--- src/rtl/ldpc_pkg.sv ---
// Shared constants and types for the GF(257) 4x24 LDPC decoder.
package ldpc_pkg;

    localparam int unsigned NUM_COLS  = 24;
    localparam int unsigned GF_Q      = 257;
    localparam int unsigned SYM_WIDTH = 9;

    typedef logic [SYM_WIDTH-1:0] sym_t;

    typedef enum logic [1:0] {
        IDLE = 2'd0,
        LOAD = 2'd1,
        DONE = 2'd2
    } state_t;

endpackage

--- src/rtl/cpu_wr_ctrl_if.sv ---
// CPU symbol stream and column-memory write port of the CPU write loader.
interface cpu_wr_ctrl_if #(
    parameter int unsigned ADDR_WIDTH = 8,
    parameter int unsigned DATA_WIDTH = 9,
    parameter int unsigned NUM_COLS   = 24
);

    logic                  cpu_on;
    logic                  cpu_wr_valid;
    logic [DATA_WIDTH-1:0] cpu_wr_data;
    logic                  cpu_wr_ready;
    logic [NUM_COLS-1:0]   wr_en;
    logic [ADDR_WIDTH-1:0] wr_addr;
    logic [DATA_WIDTH-1:0] wr_data;
    logic                  load_done;
    logic                  busy;
    logic                  sym_err;

    // CPU / host side
    modport master (
        output cpu_on, cpu_wr_valid, cpu_wr_data,
        input  cpu_wr_ready, wr_en, wr_addr, wr_data, load_done, busy, sym_err
    );

    // Loader side
    modport slave (
        input  cpu_on, cpu_wr_valid, cpu_wr_data,
        output cpu_wr_ready, wr_en, wr_addr, wr_data, load_done, busy, sym_err
    );

endinterface

--- src/rtl/cpu_wr_cnt.sv ---
// Column/row counter pair for the write loader; column wraps into the row, and the
// row wraps at the frame end so it never exceeds NUM_ROWS-1.
module cpu_wr_cnt #(
    parameter int unsigned ADDR_WIDTH = 8,
    parameter int unsigned NUM_COLS   = 24,
    parameter int unsigned NUM_ROWS   = 256,
    localparam int unsigned COL_WIDTH = $clog2(NUM_COLS)
) (
    input  logic                  clk,
    input  logic                  rst,
    input  logic                  i_clr,
    input  logic                  i_inc,
    output logic [COL_WIDTH-1:0]  o_col,
    output logic [ADDR_WIDTH-1:0] o_row,
    output logic                  o_last
);

    logic [COL_WIDTH-1:0]  r_col;
    logic [ADDR_WIDTH-1:0] r_row;
    logic                  w_col_wrap;
    logic                  w_row_wrap;

    assign w_col_wrap = (r_col == COL_WIDTH'(NUM_COLS - 1));
    assign w_row_wrap = (r_row == ADDR_WIDTH'(NUM_ROWS - 1));
    assign o_col      = r_col;
    assign o_row      = r_row;
    assign o_last     = w_col_wrap & w_row_wrap;

    // Counter state: clear has priority over increment
    always_ff @(posedge clk or posedge rst) begin
        if (rst) begin
            r_col <= '0;
            r_row <= '0;
        end else if (i_clr) begin
            r_col <= '0;
            r_row <= '0;
        end else if (i_inc) begin
            if (w_col_wrap) begin
                r_col <= '0;
                r_row <= w_row_wrap ? '0 : r_row + 1'b1;
            end else begin
                r_col <= r_col + 1'b1;
            end
        end
    end

endmodule

--- src/rtl/cpu_wr_ctrl.sv ---
// CPU-side write loader: spreads a CPU symbol stream column-round-robin over the
// column memories and pulses load_done once a full frame is stored.
// Optional symbol range check enabled by defining CPU_WR_SYM_CHK_EN.
module cpu_wr_ctrl #(
    parameter int unsigned ADDR_WIDTH = 8,
    parameter int unsigned DATA_WIDTH = ldpc_pkg::SYM_WIDTH,
    parameter int unsigned NUM_COLS   = ldpc_pkg::NUM_COLS,
    parameter int unsigned NUM_ROWS   = 256
) (
    input  logic         clk,
    input  logic         rst,
    cpu_wr_ctrl_if.slave bus
);

    import ldpc_pkg::*;

    localparam int unsigned COL_WIDTH = $clog2(NUM_COLS);

    state_t                r_state;
    state_t                w_state_nxt;
    logic                  w_ready;
    logic                  w_busy;
    logic                  w_accept;
    logic                  w_clr;
    logic                  w_last;
    logic [COL_WIDTH-1:0]  w_col;
    logic [ADDR_WIDTH-1:0] w_row;
    logic [DATA_WIDTH-1:0] w_wr_data_nxt;
    logic                  w_sym_bad;

    logic [NUM_COLS-1:0]   r_wr_en;
    logic [ADDR_WIDTH-1:0] r_wr_addr;
    logic [DATA_WIDTH-1:0] r_wr_data;
    logic                  r_load_done;
    logic                  r_sym_err;

    cpu_wr_cnt #(
        .ADDR_WIDTH (ADDR_WIDTH),
        .NUM_COLS   (NUM_COLS),
        .NUM_ROWS   (NUM_ROWS)
    ) u_cnt (
        .clk    (clk),
        .rst    (rst),
        .i_clr  (w_clr),
        .i_inc  (w_accept),
        .o_col  (w_col),
        .o_row  (w_row),
        .o_last (w_last)
    );

    // State register
    always_ff @(posedge clk or posedge rst) begin
        if (rst) begin
            r_state <= IDLE;
        end else begin
            r_state <= w_state_nxt;
        end
    end

    // Next state, handshake and counter clear; cpu_on low aborts from any state
    always_comb begin
        w_state_nxt = r_state;
        w_ready     = 1'b0;
        w_busy      = 1'b0;
        w_clr       = 1'b1;
        w_accept    = 1'b0;
        unique case (r_state)
            IDLE: begin
                if (bus.cpu_on) w_state_nxt = LOAD;
            end
            LOAD: begin
                w_busy   = 1'b1;
                w_ready  = bus.cpu_on;
                w_clr    = ~bus.cpu_on;
                w_accept = bus.cpu_wr_valid & w_ready;
                if (!bus.cpu_on) begin
                    w_state_nxt = IDLE;
                end else if (w_accept && w_last) begin
                    w_state_nxt = DONE;
                end
            end
            DONE: begin
                if (!bus.cpu_on) w_state_nxt = IDLE;
            end
            default: w_state_nxt = IDLE;
        endcase
    end

    // Symbol range check: values above GF_Q-1 are not field elements
    always_comb begin
        w_sym_bad     = 1'b0;
        w_wr_data_nxt = bus.cpu_wr_data;
`ifdef CPU_WR_SYM_CHK_EN
        w_sym_bad = (bus.cpu_wr_data > DATA_WIDTH'(GF_Q - 1));
        if (w_sym_bad) w_wr_data_nxt = '0;
`endif
    end

    // Registered write port; address/data hold when no beat is accepted
    always_ff @(posedge clk or posedge rst) begin
        if (rst) begin
            r_wr_en     <= '0;
            r_wr_addr   <= '0;
            r_wr_data   <= '0;
            r_load_done <= 1'b0;
        end else begin
            r_wr_en     <= w_accept ? (NUM_COLS'(1) << w_col) : '0;
            r_load_done <= w_accept & w_last;
            if (w_accept) begin
                r_wr_addr <= w_row;
                r_wr_data <= w_wr_data_nxt;
            end
        end
    end

`ifdef CPU_WR_SYM_CHK_EN
    // Sticky error, cleared only when a new session starts
    always_ff @(posedge clk or posedge rst) begin
        if (rst) begin
            r_sym_err <= 1'b0;
        end else if (r_state == IDLE && bus.cpu_on) begin
            r_sym_err <= 1'b0;
        end else if (w_accept && w_sym_bad) begin
            r_sym_err <= 1'b1;
        end
    end
`else
    assign r_sym_err = 1'b0;
`endif

    assign bus.cpu_wr_ready = w_ready;
    assign bus.busy         = w_busy;
    assign bus.wr_en        = r_wr_en;
    assign bus.wr_addr      = r_wr_addr;
    assign bus.wr_data      = r_wr_data;
    assign bus.load_done    = r_load_done;
    assign bus.sym_err      = r_sym_err;

endmodule

--- src/flat_wrapper.sv ---
// flat-port wrapper written by rule: the top's interface ports become plain ports
module cpu_wr_ctrl_flat import ldpc_pkg::*;
#(
    parameter int unsigned ADDR_WIDTH = 8,
    parameter int unsigned DATA_WIDTH = ldpc_pkg::SYM_WIDTH,
    parameter int unsigned NUM_COLS   = ldpc_pkg::NUM_COLS,
    parameter int unsigned NUM_ROWS   = 256
)
  (clk, rst, bus_cpu_on, bus_cpu_wr_valid, bus_cpu_wr_data, bus_cpu_wr_ready, bus_wr_en, bus_wr_addr, bus_wr_data, bus_load_done, bus_busy, bus_sym_err);
  cpu_wr_ctrl_if #(.ADDR_WIDTH(ADDR_WIDTH), .DATA_WIDTH(DATA_WIDTH), .NUM_COLS(NUM_COLS)) bus_i ();
  input  logic clk;
  input  logic rst;
  input wire logic [$bits(bus_i.cpu_on)-1:0] bus_cpu_on;
  input wire logic [$bits(bus_i.cpu_wr_valid)-1:0] bus_cpu_wr_valid;
  input wire logic [$bits(bus_i.cpu_wr_data)-1:0] bus_cpu_wr_data;
  output wire logic [$bits(bus_i.cpu_wr_ready)-1:0] bus_cpu_wr_ready;
  output wire logic [$bits(bus_i.wr_en)-1:0] bus_wr_en;
  output wire logic [$bits(bus_i.wr_addr)-1:0] bus_wr_addr;
  output wire logic [$bits(bus_i.wr_data)-1:0] bus_wr_data;
  output wire logic [$bits(bus_i.load_done)-1:0] bus_load_done;
  output wire logic [$bits(bus_i.busy)-1:0] bus_busy;
  output wire logic [$bits(bus_i.sym_err)-1:0] bus_sym_err;
  assign bus_i.cpu_on = bus_cpu_on;
  assign bus_i.cpu_wr_valid = bus_cpu_wr_valid;
  assign bus_i.cpu_wr_data = bus_cpu_wr_data;
  assign bus_cpu_wr_ready = bus_i.cpu_wr_ready;
  assign bus_wr_en = bus_i.wr_en;
  assign bus_wr_addr = bus_i.wr_addr;
  assign bus_wr_data = bus_i.wr_data;
  assign bus_load_done = bus_i.load_done;
  assign bus_busy = bus_i.busy;
  assign bus_sym_err = bus_i.sym_err;
  cpu_wr_ctrl #(.ADDR_WIDTH(ADDR_WIDTH), .DATA_WIDTH(DATA_WIDTH), .NUM_COLS(NUM_COLS), .NUM_ROWS(NUM_ROWS)) u_core (.clk(clk), .rst(rst), .bus(bus_i));
endmodule
--- config.mk ---
export PLATFORM = sky130hd
export DESIGN_NAME = cpu_wr_ctrl_flat
export DESIGN_NICKNAME = d
export VERILOG_FILES = /design/src/rtl/ldpc_pkg.sv /design/src/rtl/cpu_wr_ctrl_if.sv /design/src/rtl/cpu_wr_cnt.sv /design/src/rtl/cpu_wr_ctrl.sv /design/src/flat_wrapper.sv
export SDC_FILE = /design/constraint.sdc
export NUM_CORES = 1
export LEC_CHECK = 0
export ABC_CLOCK_PERIOD_IN_PS = 4200
export CAP_MARGIN = 20
export CORE_AREA = 2 2 91 93
export DETAILED_ROUTE_END_ITERATION = 10
export DIE_AREA = 0 0 93 95
export RECOVER_POWER = 100
export SYNTH_ARGS = -nofsm -noshare
export SYNTH_HDL_FRONTEND = slang
export SYNTH_SLANG_ARGS = --single-unit
--- constraint.sdc ---
create_clock -name clk -period 4.2 [get_ports clk]
set_input_delay 0.84 -clock clk [delete_from_list [all_inputs] [get_ports clk]]
set_output_delay 0.84 -clock clk [all_outputs]
set_load 0.03 [all_outputs]
==> impl_metrics.csv, run 1 <==
group,metric,value,unit
status,status,"finished, violations left",
status,violations,"max-capacitance violations, max-slew violations",
logic_synthesis,synthFlopType,"dfrtp_1",
cts,cts.sinks,57,
detailed_routing,routed_wirelength,4500,um
logic_synthesis,avgSynthCellArea,11.8,um^2
pwr,p_per_area,378,mW/mm^2
critical_path,arrival,2850,ps
logic_synthesis,synth.distinct_cells,38,
logic_synthesis,yosysWarnings,0,
floorplanning,initial_utilization,29.2,%
sta,fin_crit_sh,87.9,%
sta,min_period,3690,ps
cells_and_area,final_core_util,39.7,%
critical_path,cpMaxStageDelayCell,"dlygate4sd3_1",
critical_path,worstSetupPathType,"input port to primary output",
critical_path,crit_fanout,12,
floorplanning,rows,33,
sta,relSlewSlack,-0.0722,%
min_path,worstHoldPathType,"flop to flop",
cts,cts_tree,"done",
cts,clk_pin_slew_worst_paths,60,ps
detailed_routing,drc,0,
cts,clockBufferDepth,2,
cts,ctsHoldBuffers,0,
pwr,leakagePower,1.51,nW
cells_and_area,mostFrequentLayoutCells,"dfrtp_1 (57), dlygate4sd3_1 (47), nor2_1 (31)",
logic_synthesis,syn_area,0.00232,mm^2
sta,tightest_slew,1500,ps
global_routing,globalRouteOverflowTotal,0,
cts,postCtsSetupRepairBufs,0,
logic_synthesis,ys_seq_area_share,61.6,%
cells_and_area,area_delta_synth_final,35.9,%
floorplanning,die_w,93,um
cts,clock_latency,330,ps
logic_synthesis,ys_async_sr_fraction,100,%
job,cap_violations,1,
cts,htree_levels,3,
floorplanning,io_pins,58,
cells_and_area,drive_gt1_share,9.62,%
cells_and_area,final_net_count,275,
detailed_routing,ant_nets,0,
floorplanning,die_area,0.00884,mm^2
critical_path,startpoint_type,"input port",
placement,dpl_cell_area,0.00296,mm^2
cells_and_area,fill_cells,795,
floorplanning,core_area,0.00793,mm^2
critical_path,path_common_cell,"dlygate4sd3_1",
sta,holdWs,487,ps
logic_synthesis,syn-num-nets,216,
critical_path,slowest_delay,780,ps
sta,fin_skew,7.63,ps
logic_synthesis,netlist_instances,196,
placement,dp_slack,644,ps
pwr,ir_worst_vdd,0.179,mV
sta,setup_tns,0,ps
cells_and_area,final_common_cell,"dfrtp_1",
sta,hold_viol_final,0,
placement,dp_hpwl,3200,um
sta,fmax,271,MHz
global_routing,antenna_found_initial,0,
critical_path,cp-end-kind,"primary output",
global_routing,grt.total_usage,11.2,%
placement,portBuffers,56,
cts,cts_resized,0,
global_routing,grt_max_degree,42,
logic_synthesis,synthTopCellsByArea,"dfrtp_1 (62%), nor2_1 (5.0%), mux2_1 (4.4%)",
global_routing,grt_pass1_wl,7580,um
cts,cts_buffers,9,
placement,place_congestion,0.790,
cells_and_area,final_cell_area,0.00315,mm^2
detailed_routing,avgRoutedWirePerCell,12.3,um
logic_synthesis,yosysTopAreaCell,"dfrtp_1",
floorplanning,chipHeight,95,um
logic_synthesis,synth_edf_count,0,
cts,cts-root-buf,"clkbuf_8",
cells_and_area,n_antenna_cell,0,
sta,setup_viol,0,
detailed_routing,drt-initial-drc-count,46,
critical_path,required,3360,ps
sta,rsz0062_at_grt,"false",
detailed_routing,vias_per_cell,4.48,
logic_synthesis,synth_top_area_share,61.6,%
detailed_routing,vias,1637,
sta,fin_ws,510,ps
critical_path,cp_cell_sequence,"dlygate4sd3_1 -> nand3b_1 -> inv_1 -> dlygate4sd3_1",
logic_synthesis,ys_seq_elements,57,
sta,slew_violations,1,
global_routing,grt_pass1_vias,1560,
detailed_routing,firstDrtPassIters,4,
==> cell type report <==
type	count	area [um^2]	area share [%]
multi-input cells	120	793	25.2
clock buffers	9	124	3.93
well taps	105	131	4.17
inverters	9	33.8	1.07
repair buffers	58	568	18.0
clock inverters	7	71.3	2.27
flip-flops and latches	57	1430	45.3
==> registers in the layout (all words and copies together), names as in the netlist <==
| signal | cells |
|---|---|
| u_core.bus.wr_en | 24 |
| u_core.bus.wr_data | 9 |
| u_core.r_state | 2 |
| u_core.u_cnt.o_col | 5 |
| u_core.bus.wr_addr | 8 |
| u_core.bus.load_done | 1 |
| u_core.u_cnt.o_row | 8 |
==> power breakdown <==
group	switching [mW]	total (mW)	internal (mW)
Clock	0.220	0.492	0.272
Combinational	0.0731	0.122	0.0488
Sequential	0.00849	0.575	0.567
Total	0.302	1.19	0.888
==> worst paths after layout <==
kind	startpoint	endpoint	slack, ps	cells after the start
max in group asynchronous	rst	u_core.u_cnt.o_col[2]	1310	3
min in group asynchronous	rst	u_core.bus.wr_data[4]	1400	2
max	bus_cpu_on	bus_cpu_wr_ready	510	4
min	u_core.bus.wr_addr[4]	u_core.bus.wr_addr[4]	490	1
min reg2reg	u_core.bus.wr_addr[4]	u_core.bus.wr_addr[4]	490	1
max reg2reg	u_core.r_state[1]	u_core.bus.wr_addr[5]	2170	3
==> cell families after synthesis <==
| kind of cell | after synthesis | synth area share [%] |
|---|---|---|
| flops | 57 | 61.6 |
| simple gates | 77 | 16.7 |
| fa+ha+maj | 7 | 3.78 |
| compound gates | 14 | 3.84 |
| other cells | 1 | 0.162 |
| xor+xnor | 3 | 1.13 |
| mux | 18 | 8.75 |
| buf+inv | 19 | 4.05 |
==> cell usage after synthesis, types with 2 or more instances <==
cell,n
a21oi_1,5
and2_1,3
and3_1,2
and4_1,2
buf_2,3
buf_4,3
clkbuf_1,3
dfrtp_1,57
ha_1,7
inv_1,9
mux2_1,9
mux2_2,9
nand2_1,10
nand3_1,10
nand4_1,4
nor2_1,31
nor2b_1,2
nor3b_1,2
o21ai_0,2
o22ai_1,2
or3b_1,2
xor2_1,3
==> through the flow <==
step | total power, mW | std cells
after floorplan | 0.660 | 196
after global placement | 0.716 | 349
after detailed placement | 0.719 | 349
after CTS | 1.22 | 365
after global routing | 1.24 | 365
final | 1.19 | 365
==> metal layers <==
metal  up-vias  wire [um]  track usage (%)
met5         -          0                0
met1       799       2120             14.3
met2        56       2050             17.0
li1        779          -                -
met4         0         23             3.31
met3         3        309             5.19
==> worst max-delay path: cells and delay by family <==
kind	cells	cell delay [ps]
buffers and inverters	3	1650
AND/OR/NAND/NOR	1	360
No activity file was read; power rests on OpenSTA's default activity.
==> inputs of run 2 (changes only) <==
--- a/config.mk
+++ b/config.mk
@@ -7,9 +7,9 @@
 export LEC_CHECK = 0
 export ABC_CLOCK_PERIOD_IN_PS = 4200
 export CAP_MARGIN = 20
-export CORE_AREA = 2 2 91 93
+export CORE_AREA = 2 2 96 89
 export DETAILED_ROUTE_END_ITERATION = 10
-export DIE_AREA = 0 0 93 95
+export DIE_AREA = 0 0 98 91
 export RECOVER_POWER = 100
 export SYNTH_ARGS = -nofsm -noshare
 export SYNTH_HDL_FRONTEND = slang
==> run 2 against run 1 <==
  * Utilization is 0.096 points higher
  * Total power is 3.6% lower
  * Routed wire length is 0.78% higher
  * Final cell count is 1.4% lower
  * Critical path depth is 1 higher
  * Register-to-register slack better by 20 ps
  * Worst setup slack better by 220 ps
  * Largest cell class unchanged
  * The flow now finishes without violations
  * Worst hold slack worse by 4.0 ps
  * Via count is 0.24% higher
  * Die area is 0.94% higher
==> impl_metrics.csv, run 2 (synthesis gave the netlist of run 1 again) <==
group,metric,value,unit
placement,portBuffers,56,
sta,relSlewSlack,5.00,%
cells_and_area,final_cell_count_no_fill,360,
sta,hold_viol_final,0,
floorplanning,core_area,0.00787,mm^2
cts,cts-root-buf,"clkbuf_8",
cts,cts.sinks,57,
sta,fin_crit_sh,82.6,%
placement,place_inst,344,
detailed_routing,drt-initial-drc-count,56,
sta,slew_violations,0,
cts,clockBufferDepth,2,
global_routing,grt.total_usage,11.0,%
min_path,worstHoldPathType,"flop to flop",
cts,ctsHoldBuffers,0,
critical_path,worstReg2RegEnd,"u_core.bus.wr_data[0]",
critical_path,crit_fanout,12,
critical_path,reg2reg_from,"u_core.r_state[1]",
cells_and_area,final_net_count,276,
detailed_routing,vias_per_cell,4.56,
floorplanning,die_w,98,um
sta,setup_viol,0,
cells_and_area,n_antenna_cell,0,
critical_path,required,3360,ps
detailed_routing,firstDrtPassIters,4,
cells_and_area,final_common_cell,"dfrtp_1",
detailed_routing,avgRoutedWirePerCell,12.6,um
detailed_routing,drc,0,
status,status,"finished clean",
pwr,p_per_area,366,mW/mm^2
sta,fin_skew,6.52,ps
cts,postCtsSetupRepairBufs,0,
cts,htree_levels,3,
detailed_routing,routed_wirelength,4540,um
cells_and_area,fill_cells,762,
floorplanning,die_area,0.00892,mm^2
critical_path,startpoint_type,"input port",
floorplanning,io_pins,58,
cells_and_area,mostFrequentLayoutCells,"dfrtp_1 (57), dlygate4sd3_1 (47), nor2_1 (31)",
detailed_routing,vias,1641,
placement,place_congestion,0.727,
cts,cts_buffers,9,
critical_path,arrival,2630,ps
floorplanning,chipHeight,91,um
critical_path,worstRegToRegCells,3,
placement,dp_hpwl,3190,um
global_routing,grt_pass1_wl,7770,um
cells_and_area,final_cell_area,0.00313,mm^2
global_routing,grt_max_degree,39,
placement,dp_slack,878,ps
sta,fmax,288,MHz
floorplanning,initial_utilization,29.4,%
sta,tightest_slew,1420,ps
critical_path,crit_end,"bus_cpu_wr_ready",
cts,clk_pin_slew_worst_paths,60,ps
sta,fin_ws,731,ps
critical_path,cp-end-kind,"primary output",
floorplanning,rows,31,
critical_path,cp-startpoint,"bus_cpu_on",
pwr,ir_worst_vdd,0.204,mV
global_routing,grt_pass1_vias,1634,
critical_path,worstSetupPathType,"input port to primary output",
cells_and_area,area_delta_synth_final,35.3,%
cts,cts_tree,"done",
sta,rsz0062_at_grt,"false",
detailed_routing,ant_nets,0,
cts,cts_resized,0,
job,cap_violations,0,
pwr,leakagePower,1.51,nW
pwr,p_total,1.15,mW
cells_and_area,drive_gt1_share,9.96,%
sta,min_period,3470,ps
global_routing,antenna_found_initial,0,
cells_and_area,largest_register_ffs,24,
sta,setup_tns,0,ps
global_routing,globalRouteOverflowTotal,0,
cts,clock_latency,330,ps
placement,dpl_cell_area,0.00296,mm^2
critical_path,ff2ff_setup_slack,2190,ps
[run 2: worst max-delay path, stage by stage]
cell	delay, ps
dlygate4sd3_1	590
nand3b_1	90
buf_4	180
inv_1	160
dlygate4sd3_1	770
[run 2: worst min-delay path by stage]
stage,startpoint,to,cells after the start
final,u_core.bus.wr_addr[6],u_core.bus.wr_addr[6],1
after global routing,u_core.bus.wr_addr[5],u_core.bus.wr_addr[5],1
after CTS,u_core.bus.wr_addr[6],u_core.bus.wr_addr[6],1
after detailed placement,u_core.bus.wr_addr[6],u_core.bus.wr_addr[6],1
after global placement,u_core.bus.wr_addr[5],u_core.bus.wr_addr[5],1
after floorplan,u_core.r_state[1],u_core.r_state[0],1
[run 2: report_power, final]
part	switching, mW	total (mW)	internal, mW
sequential	0.00744	0.574	0.567
combinational	0.0732	0.123	0.0495
clock	0.219	0.449	0.230
total	0.300	1.15	0.847
[run 2: layer usage]
metal,GRT usage (%),part of all wire [%],vias up
met4,3.47,1.5,0
met2,15.5,43,61
met3,5.54,8.8,7
met1,14.7,47,789
li1,-,-,784
met5,0,0,-
[run 2: metrics by stage]
step | hold slack (ps) | utilization, %
after floorplan | 470 | -
after global placement | 478 | 37.6
after detailed placement | 480 | 37.6
after CTS | 494 | 39.9
after global routing | 504 | 39.8
final | 483 | 39.8
[run 2: cell type report]
type	instances	area [um^2]	area share, %
Multi-Input combinational cell	120	793	25.3
Inverter	9	33.8	1.08
Sequential cell	57	1430	45.5
Timing Repair Buffer	59	576	18.4
Clock buffer	10	138	4.39
Tap cell	99	124	3.95
Clock inverter	6	43.8	1.40
